File: src/rtl/trivium_stream_xor_if.sv
// Byte stream bundle between the data source, the XOR block and the downstream sink.
// The master drives din and accepts dout. The slave accepts din and produces dout.
interface trivium_stream_xor_if;
  logic [7:0] din;
  logic       din_valid;
  logic       din_ready;
  logic [7:0] dout;
  logic       dout_valid;
  logic       dout_ready;

  modport master (
    output din, din_valid, dout_ready,
    input  din_ready, dout, dout_valid
  );

  modport slave (
    input  din, din_valid, dout_ready,
    output din_ready, dout, dout_valid
  );
endinterface

File: src/rtl/trivium_stream_xor.sv
// Trivium keystream consumer. Prefetched keystream bytes are buffered in a FIFO.
// Each buffered byte is XORed with one byte of a start/len bounded message.
module trivium_stream_xor #(
  parameter int unsigned KS_DEPTH = 8,
  parameter int unsigned KS_SLACK = 2,
  parameter int unsigned LEN_W    = 16
) (
  input  logic                 clk,
  input  logic                 rst,
  input  logic [7:0]           i_ks_byte,
  input  logic                 i_ks_valid,
  output logic                 o_ks_enable,
  input  logic                 i_flush,
  input  logic                 i_start,
  input  logic [LEN_W-1:0]     i_len,
  trivium_stream_xor_if.slave  s_data,
  output logic [LEN_W-1:0]     o_byte_count,
  output logic                 o_busy,
  output logic                 o_done,
  output logic                 o_ks_overflow
);
  localparam int unsigned PtrW = $clog2(KS_DEPTH);
  localparam int unsigned CntW = PtrW + 1;

  typedef enum logic [1:0] {StIdle, StRun, StDone} state_e;

  state_e           r_state;
  logic [7:0]       r_mem [KS_DEPTH];
  logic [PtrW-1:0]  r_head, r_tail;
  logic [CntW-1:0]  r_count;
  logic [LEN_W-1:0] r_remaining, r_byte_count;
  logic [7:0]       r_dout;
  logic             r_dout_valid, r_overflow, r_ks_enable;

  logic             w_empty, w_full, w_din_ready, w_xfer, w_push, w_ks_enable_next;
  logic [CntW-1:0]  w_count_next, w_room;

  assign w_empty = (r_count == '0);
  assign w_full  = (r_count == CntW'(KS_DEPTH));
  // flush gates din_ready so an upstream byte is never reported as taken and then discarded
  assign w_din_ready = (r_state == StRun) && (r_remaining != '0) && !w_empty &&
                       (!r_dout_valid || s_data.dout_ready) && !i_flush;
  assign w_xfer = w_din_ready && s_data.din_valid;
  assign w_push = i_ks_valid && (!w_full || w_xfer);

  always_comb begin
    w_count_next = r_count;
    if (i_flush) begin
      w_count_next = '0;
    end else if (w_push && !w_xfer) begin
      w_count_next = r_count + CntW'(1);
    end else if (!w_push && w_xfer) begin
      w_count_next = r_count - CntW'(1);
    end
  end

  assign w_room           = CntW'(KS_DEPTH) - w_count_next;
  assign w_ks_enable_next = (w_room > CntW'(KS_SLACK));

  always_ff @(posedge clk) begin
    if (w_push) begin
      r_mem[r_tail] <= i_ks_byte;
    end
  end

  always_ff @(posedge clk) begin
    if (rst) begin
      r_state      <= StIdle;
      r_head       <= '0;
      r_tail       <= '0;
      r_count      <= '0;
      r_remaining  <= '0;
      r_byte_count <= '0;
      r_dout       <= '0;
      r_dout_valid <= 1'b0;
      r_overflow   <= 1'b0;
      r_ks_enable  <= 1'b0;
    end else if (i_flush) begin
      r_state      <= StIdle;
      r_head       <= '0;
      r_tail       <= '0;
      r_count      <= '0;
      r_dout_valid <= 1'b0;
      r_overflow   <= 1'b0;
      r_ks_enable  <= w_ks_enable_next;
    end else begin
      r_count     <= w_count_next;
      r_ks_enable <= w_ks_enable_next;
      if (w_push) begin
        r_tail <= r_tail + PtrW'(1);
      end
      if (i_ks_valid && w_full && !w_xfer) begin
        r_overflow <= 1'b1;
      end
      if (w_xfer) begin
        r_head       <= r_head + PtrW'(1);
        r_dout       <= s_data.din ^ r_mem[r_head];
        r_dout_valid <= 1'b1;
        r_remaining  <= r_remaining - LEN_W'(1);
        r_byte_count <= r_byte_count + LEN_W'(1);
      end else if (s_data.dout_ready) begin
        r_dout_valid <= 1'b0;
      end
      unique case (r_state)
        StIdle: begin
          if (i_start) begin
            r_remaining  <= i_len;
            r_byte_count <= '0;
            r_state      <= (i_len == '0) ? StDone : StRun;
          end
        end
        StRun: begin
          // leave only once the final byte has been taken downstream
          if (r_remaining == '0 && (!r_dout_valid || s_data.dout_ready)) begin
            r_state <= StDone;
          end
        end
        StDone: r_state <= StIdle;
        default: r_state <= StIdle;
      endcase
    end
  end

  assign o_ks_enable       = r_ks_enable;
  assign o_byte_count      = r_byte_count;
  assign o_busy            = (r_state != StIdle);
  assign o_done            = (r_state == StDone);
  assign o_ks_overflow     = r_overflow;
  assign s_data.din_ready  = w_din_ready;
  assign s_data.dout       = r_dout;
  assign s_data.dout_valid = r_dout_valid;
endmodule

File: src/flat_wrapper.sv
// flat-port wrapper written by rule: the top's interface ports become plain ports
module trivium_stream_xor_flat 
#(
  parameter int unsigned KS_DEPTH = 8,
  parameter int unsigned KS_SLACK = 2,
  parameter int unsigned LEN_W    = 16
)
  (clk, rst, i_ks_byte, i_ks_valid, o_ks_enable, i_flush, i_start, i_len, o_byte_count, o_busy, o_done, o_ks_overflow, s_data_din, s_data_din_valid, s_data_dout_ready, s_data_din_ready, s_data_dout, s_data_dout_valid);
  trivium_stream_xor_if s_data_i ();
  input  logic clk;
  input  logic rst;
  input  logic [7:0] i_ks_byte;
  input  logic i_ks_valid;
  output logic o_ks_enable;
  input  logic i_flush;
  input  logic i_start;
  input  logic [LEN_W-1:0] i_len;
  output logic [LEN_W-1:0] o_byte_count;
  output logic o_busy;
  output logic o_done;
  output logic o_ks_overflow;
  input wire logic [$bits(s_data_i.din)-1:0] s_data_din;
  input wire logic [$bits(s_data_i.din_valid)-1:0] s_data_din_valid;
  input wire logic [$bits(s_data_i.dout_ready)-1:0] s_data_dout_ready;
  output wire logic [$bits(s_data_i.din_ready)-1:0] s_data_din_ready;
  output wire logic [$bits(s_data_i.dout)-1:0] s_data_dout;
  output wire logic [$bits(s_data_i.dout_valid)-1:0] s_data_dout_valid;
  assign s_data_i.din = s_data_din;
  assign s_data_i.din_valid = s_data_din_valid;
  assign s_data_i.dout_ready = s_data_dout_ready;
  assign s_data_din_ready = s_data_i.din_ready;
  assign s_data_dout = s_data_i.dout;
  assign s_data_dout_valid = s_data_i.dout_valid;
  trivium_stream_xor #(.KS_DEPTH(KS_DEPTH), .KS_SLACK(KS_SLACK), .LEN_W(LEN_W)) u_core (.clk(clk), .rst(rst), .i_ks_byte(i_ks_byte), .i_ks_valid(i_ks_valid), .o_ks_enable(o_ks_enable), .i_flush(i_flush), .i_start(i_start), .i_len(i_len), .s_data(s_data_i), .o_byte_count(o_byte_count), .o_busy(o_busy), .o_done(o_done), .o_ks_overflow(o_ks_overflow));
endmodule
File: config.mk
export PLATFORM = sky130hd
export DESIGN_NAME = trivium_stream_xor_flat
export DESIGN_NICKNAME = d
export VERILOG_FILES = /design/src/rtl/trivium_stream_xor_if.sv /design/src/rtl/trivium_stream_xor.sv /design/src/flat_wrapper.sv
export SDC_FILE = /design/constraint.sdc
export NUM_CORES = 1
export LEC_CHECK = 0
export BUFFER_PORTS_ARGS = -buffer_cell sky130_fd_sc_hd__buf_4
export CAP_MARGIN = 20
export CORE_ASPECT_RATIO = 1.25
export CORE_UTILIZATION = 54
export CTS_BUF_LIST = sky130_fd_sc_hd__clkbuf_8
export DETAILED_ROUTE_END_ITERATION = 16
export GPL_TIMING_DRIVEN = 0
export HOLD_SLACK_MARGIN = 0.02
export PLACE_DENSITY = 0.9
export SLEW_MARGIN = 20
export SYNTH_ARGS = -nofsm -noshare
export SYNTH_HDL_FRONTEND = slang
export SYNTH_SLANG_ARGS = --single-unit
File: constraint.sdc
create_clock -name clk -period 3.7 [get_ports clk]
set_clock_uncertainty 0.2 [all_clocks]
set_input_delay 0.37 -clock clk [delete_from_list [all_inputs] [get_ports clk]]
set_output_delay 0.37 -clock clk [all_outputs]
set_load 0.03 [all_outputs]
==> flow_summary_export.csv <==
group,metric,value,unit
run_status,status,"finished clean",
finish,drive_above_1_share,0.258,
worst_setup_path,cp_top_family,"simple AND/OR/NAND/NOR gates",
floorplanning,coreArea,9710,um2
sta,slew_violations,0,
global_routing,grt_pass1_vias,4299,
yosys,syn_avg_cell_area,11.6,um2
sta,max-slew-margin-rel,0.404,
power_and_ir_drop,power.density,438,nW/um2
worst_setup_path,cpPeakStageDelay,0.51,ns
power_and_ir_drop,power_leakage,2.39,nW
drt,wl_per_cell,18.3,um
drt,ant_nets,0,
worst_setup_path,reg2reg_depth,14,
place,place_ws,-0.318,ns
global_routing,grt_max_degree,17,
power_and_ir_drop,p_total,2.93,mW
clock_tree,cts_sinks,122,
yosys,yosys_warnings,0,
global_routing,grt-ovfl-total,0,
worst_setup_path,critPathLaunchType,"flip-flop",
power_and_ir_drop,p_int,2.22,mW
power_and_ir_drop,p_sw,0.712,mW
worst_setup_path,path_cells,"inv_1 > ha_1 > nor4b_2 > nand4_2 > a21oi_4 > nor2_1 > xnor2_1 > nand2_1 > ha_1 > nor2_1 > nor2_1 > nand2_1 > or4b_1 > o211a_1",
run,cap_viol_max_count,0,
floorplanning,rows,40,
clock_tree,root_buffer,"clkbuf_8",
worst_setup_path,cp_num_cells,14,
global_routing,grt_pass1_wl,20.8,mm
power_and_ir_drop,seq_power_share,0.498,
yosys,yosysUniqueCellTypes,60,
sta,layout_setup_ws,0.171,ns
clock_tree,cts_tree,"done",
sta,final.min_clock_period,3.53,ns
clock_tree,clk_pin_slew,0.07,ns
worst_setup_path,cp_max_fo,7,
min_path,hold_start,"s_data_din[3]",
yosys,synthCells,470,
worst_setup_path,worst_ep_required_time,3.82,ns
drt,wirelength,13.0,mm
sta,hold_viol_final,0,
clock_tree,cts_buffers,17,
clock_tree,clk_latency,0.43,ns
yosys,ys_seq_area_frac,0.568,
yosys,synth-edff-count,64,
sta,setup_violations,0,
worst_setup_path,crit_top_cell,"nor2_1",
clock_tree,htree_levels,4,
min_path,holdPathStages,4,
worst_setup_path,cp_data_arrival_time,3.65,ns
power_and_ir_drop,vdd_drop_max,0.324,mV
sta,fin_setup_tns,0,ns
global_routing,antenna_found_initial,0,
sta,worst_pin_slew,0.891,ns
floorplanning,start_util,0.559,
drt,first_pass_iters,4,
power_and_ir_drop,p_clk_frac,0.415,
worst_setup_path,crit_slowest_cell,"or4b_1",
yosys,synth-async-reset-ratio,0,
worst_setup_path,crit_type,"flip-flop to flip-flop",
sta,max_clock_freq,283,MHz
min_path,hp-class,"input port to flip-flop",
worst_setup_path,r2r_start,"u_core.r_remaining[0]",
finish,fillers,651,
floorplanning,dieArea,10500,um2
yosys,synth_nets,517,
drt,drtIter0Drc,249,
drt,vias,4201,
worst_setup_path,startpoint,"u_core.r_remaining[0]",
power_and_ir_drop,swShare,0.243,
power_and_ir_drop,pwr-share-comb,0.087,
yosys,synth_area,5430,um2
yosys,ys.flop_type,"edfxtp_1",
yosys,ys_ff_latch,122,
floorplanning,chipHeight,114,um
floorplanning,die_x,91.7,um
place,dp_hpwl,8.83,mm
sta,finalCritPeriodShare,0.954,
place,io_buffer_count,68,
finish,layout_common_cells,"buf_4 (73), edfxtp_1 (64), dfxtp_1 (58)",
global_routing,grt_use_total,0.266,
finish,diodes,0,
place,gp_congestion,0.902,
finish,nets,620,
clock_tree,cts_buffer_depth,2,
worst_setup_path,cp-end-kind,"flip-flop",
floorplanning,io_pins,69,
finish,layout_commonest_cell,"buf_4",
drt,via_per_inst,5.91,
finish,areaGrowthSynthToFinish,23.4,%
worst_setup_path,critPathBufInv,1,
drt,drt_drc_violations_left,0,
## final timing paths
path | slack, ns | endpoint
max | 0.17 | u_core.o_ks_enable
min | 0.05 | u_core.s_data.dout[3]
max reg2reg | 0.17 | u_core.o_ks_enable
min reg2reg | 0.26 | u_core.s_data.dout[4]
## logic make-up (layout without fill, tap and decap cells)
logic type                 Yosys count  count (layout)  synth area share
DFF                                122             122             0.568
and+or+nand+nor                    162             162             0.151
AOI/OAI and AO/OA                   91              91             0.108
xor gates and xnor gates            27              27            0.0449
adders and majority gates            8               8            0.0184
buffers and inverters               35             150            0.0270
muxes                               25              25            0.0832
## cell usage after synthesis (all sizes together) (3+ instances only)
cell type  instances  area share
edfxtp            64        0.35
dfxtp             58        0.21
nand2             50       0.035
nor2              50       0.035
a21oi             42       0.041
mux4              16       0.066
o21ai             16       0.015
clkbuf            14      0.0097
xnor2             14       0.023
xor2              13       0.022
inv               12      0.0083
nor3              12       0.013
nand4             10       0.013
nor4              10       0.017
buf                8      0.0083
ha                 8       0.018
mux2i              8       0.015
a22o               6      0.0097
a31oi              4      0.0046
nand2b             4      0.0046
nand3              4      0.0037
nor2b              4      0.0046
a22oi              3      0.0067
a32o               3      0.0055
o21a               3      0.0041
or2                3      0.0035
## per-stage QoR
| stage | std cells | area (um2) | util | hold WS (ns) |
|---|---|---|---|---|
| CTS | 707 | 6650 | 0.685 | 0.0252 |
| detailed placement | 666 | 6130 | 0.632 | 0.254 |
| global placement | 664 | 6100 | 0.628 | 0.243 |
| global route | 711 | 6700 | 0.690 | 0.0432 |
| finish | 711 | 6700 | 0.690 | 0.0521 |
| floorplan | 470 | 5430 | - | 0.254 |
## worst min-delay path, stage by stage
cell,delay (ns)
buf_4,0.09
xnor2_1,0.06
nand2_1,0.06
a21oi_1,0.06
## state kept, by name, indices dropped and copies added, names as in the netlist, named ones only
name	cells
u_core.o_byte_count	16
u_core.o_ks_enable	1
u_core.o_ks_overflow	1
u_core.r_count	4
u_core.r_head	3
u_core.r_mem	64
u_core.r_remaining	16
u_core.r_state	2
u_core.r_tail	3
u_core.s_data.dout	8
u_core.s_data.dout_valid	1
## power groups by stage
stage	Clock, mW	Combinational (mW)	Sequential (mW)
3_3_place_gp	0	0.223	1.49
2_1_floorplan	0	0.142	1.49
6_report	1.22	0.255	1.46
4_1_cts	1.23	0.246	1.46
3_5_place_dp	0	0.235	1.49
5_1_grt	1.29	0.276	1.46
## per-layer routing
| metal | wire length, um | track usage | up-vias | share of wire |
|---|---|---|---|---|
| li1 | - | - | 1946 | - |
| met1 | 4840 | 0.284 | 2033 | 0.37 |
| met5 | 0 | 0 | - | 0 |
| met2 | 6860 | 0.478 | 191 | 0.53 |
| met4 | 376 | 0.157 | 0 | 0.029 |
| met3 | 929 | 0.0644 | 31 | 0.071 |
## cell type report
class	instances	area, um2	share of cell area
plain buffers	22	97.6	0.0146
clock buffers	17	234	0.0349
clock inverters	14	171	0.0256
inverters	13	48.8	0.00728
multi-input cells	313	2260	0.337
flip-flops and latches	122	3080	0.460
well taps	126	158	0.0235
repair buffers	84	651	0.0971
## timing repair
action | CTS | global route
pin swaps | 0 | 3
buffers inserted | 0 | 4
hold endpoints to repair | 66 | 0
hold buffers | 10 | 0
resized for setup | 2 | 7
endpoints found under the setup margin | 1 | 1
Power figures use the tool's default switching activity.
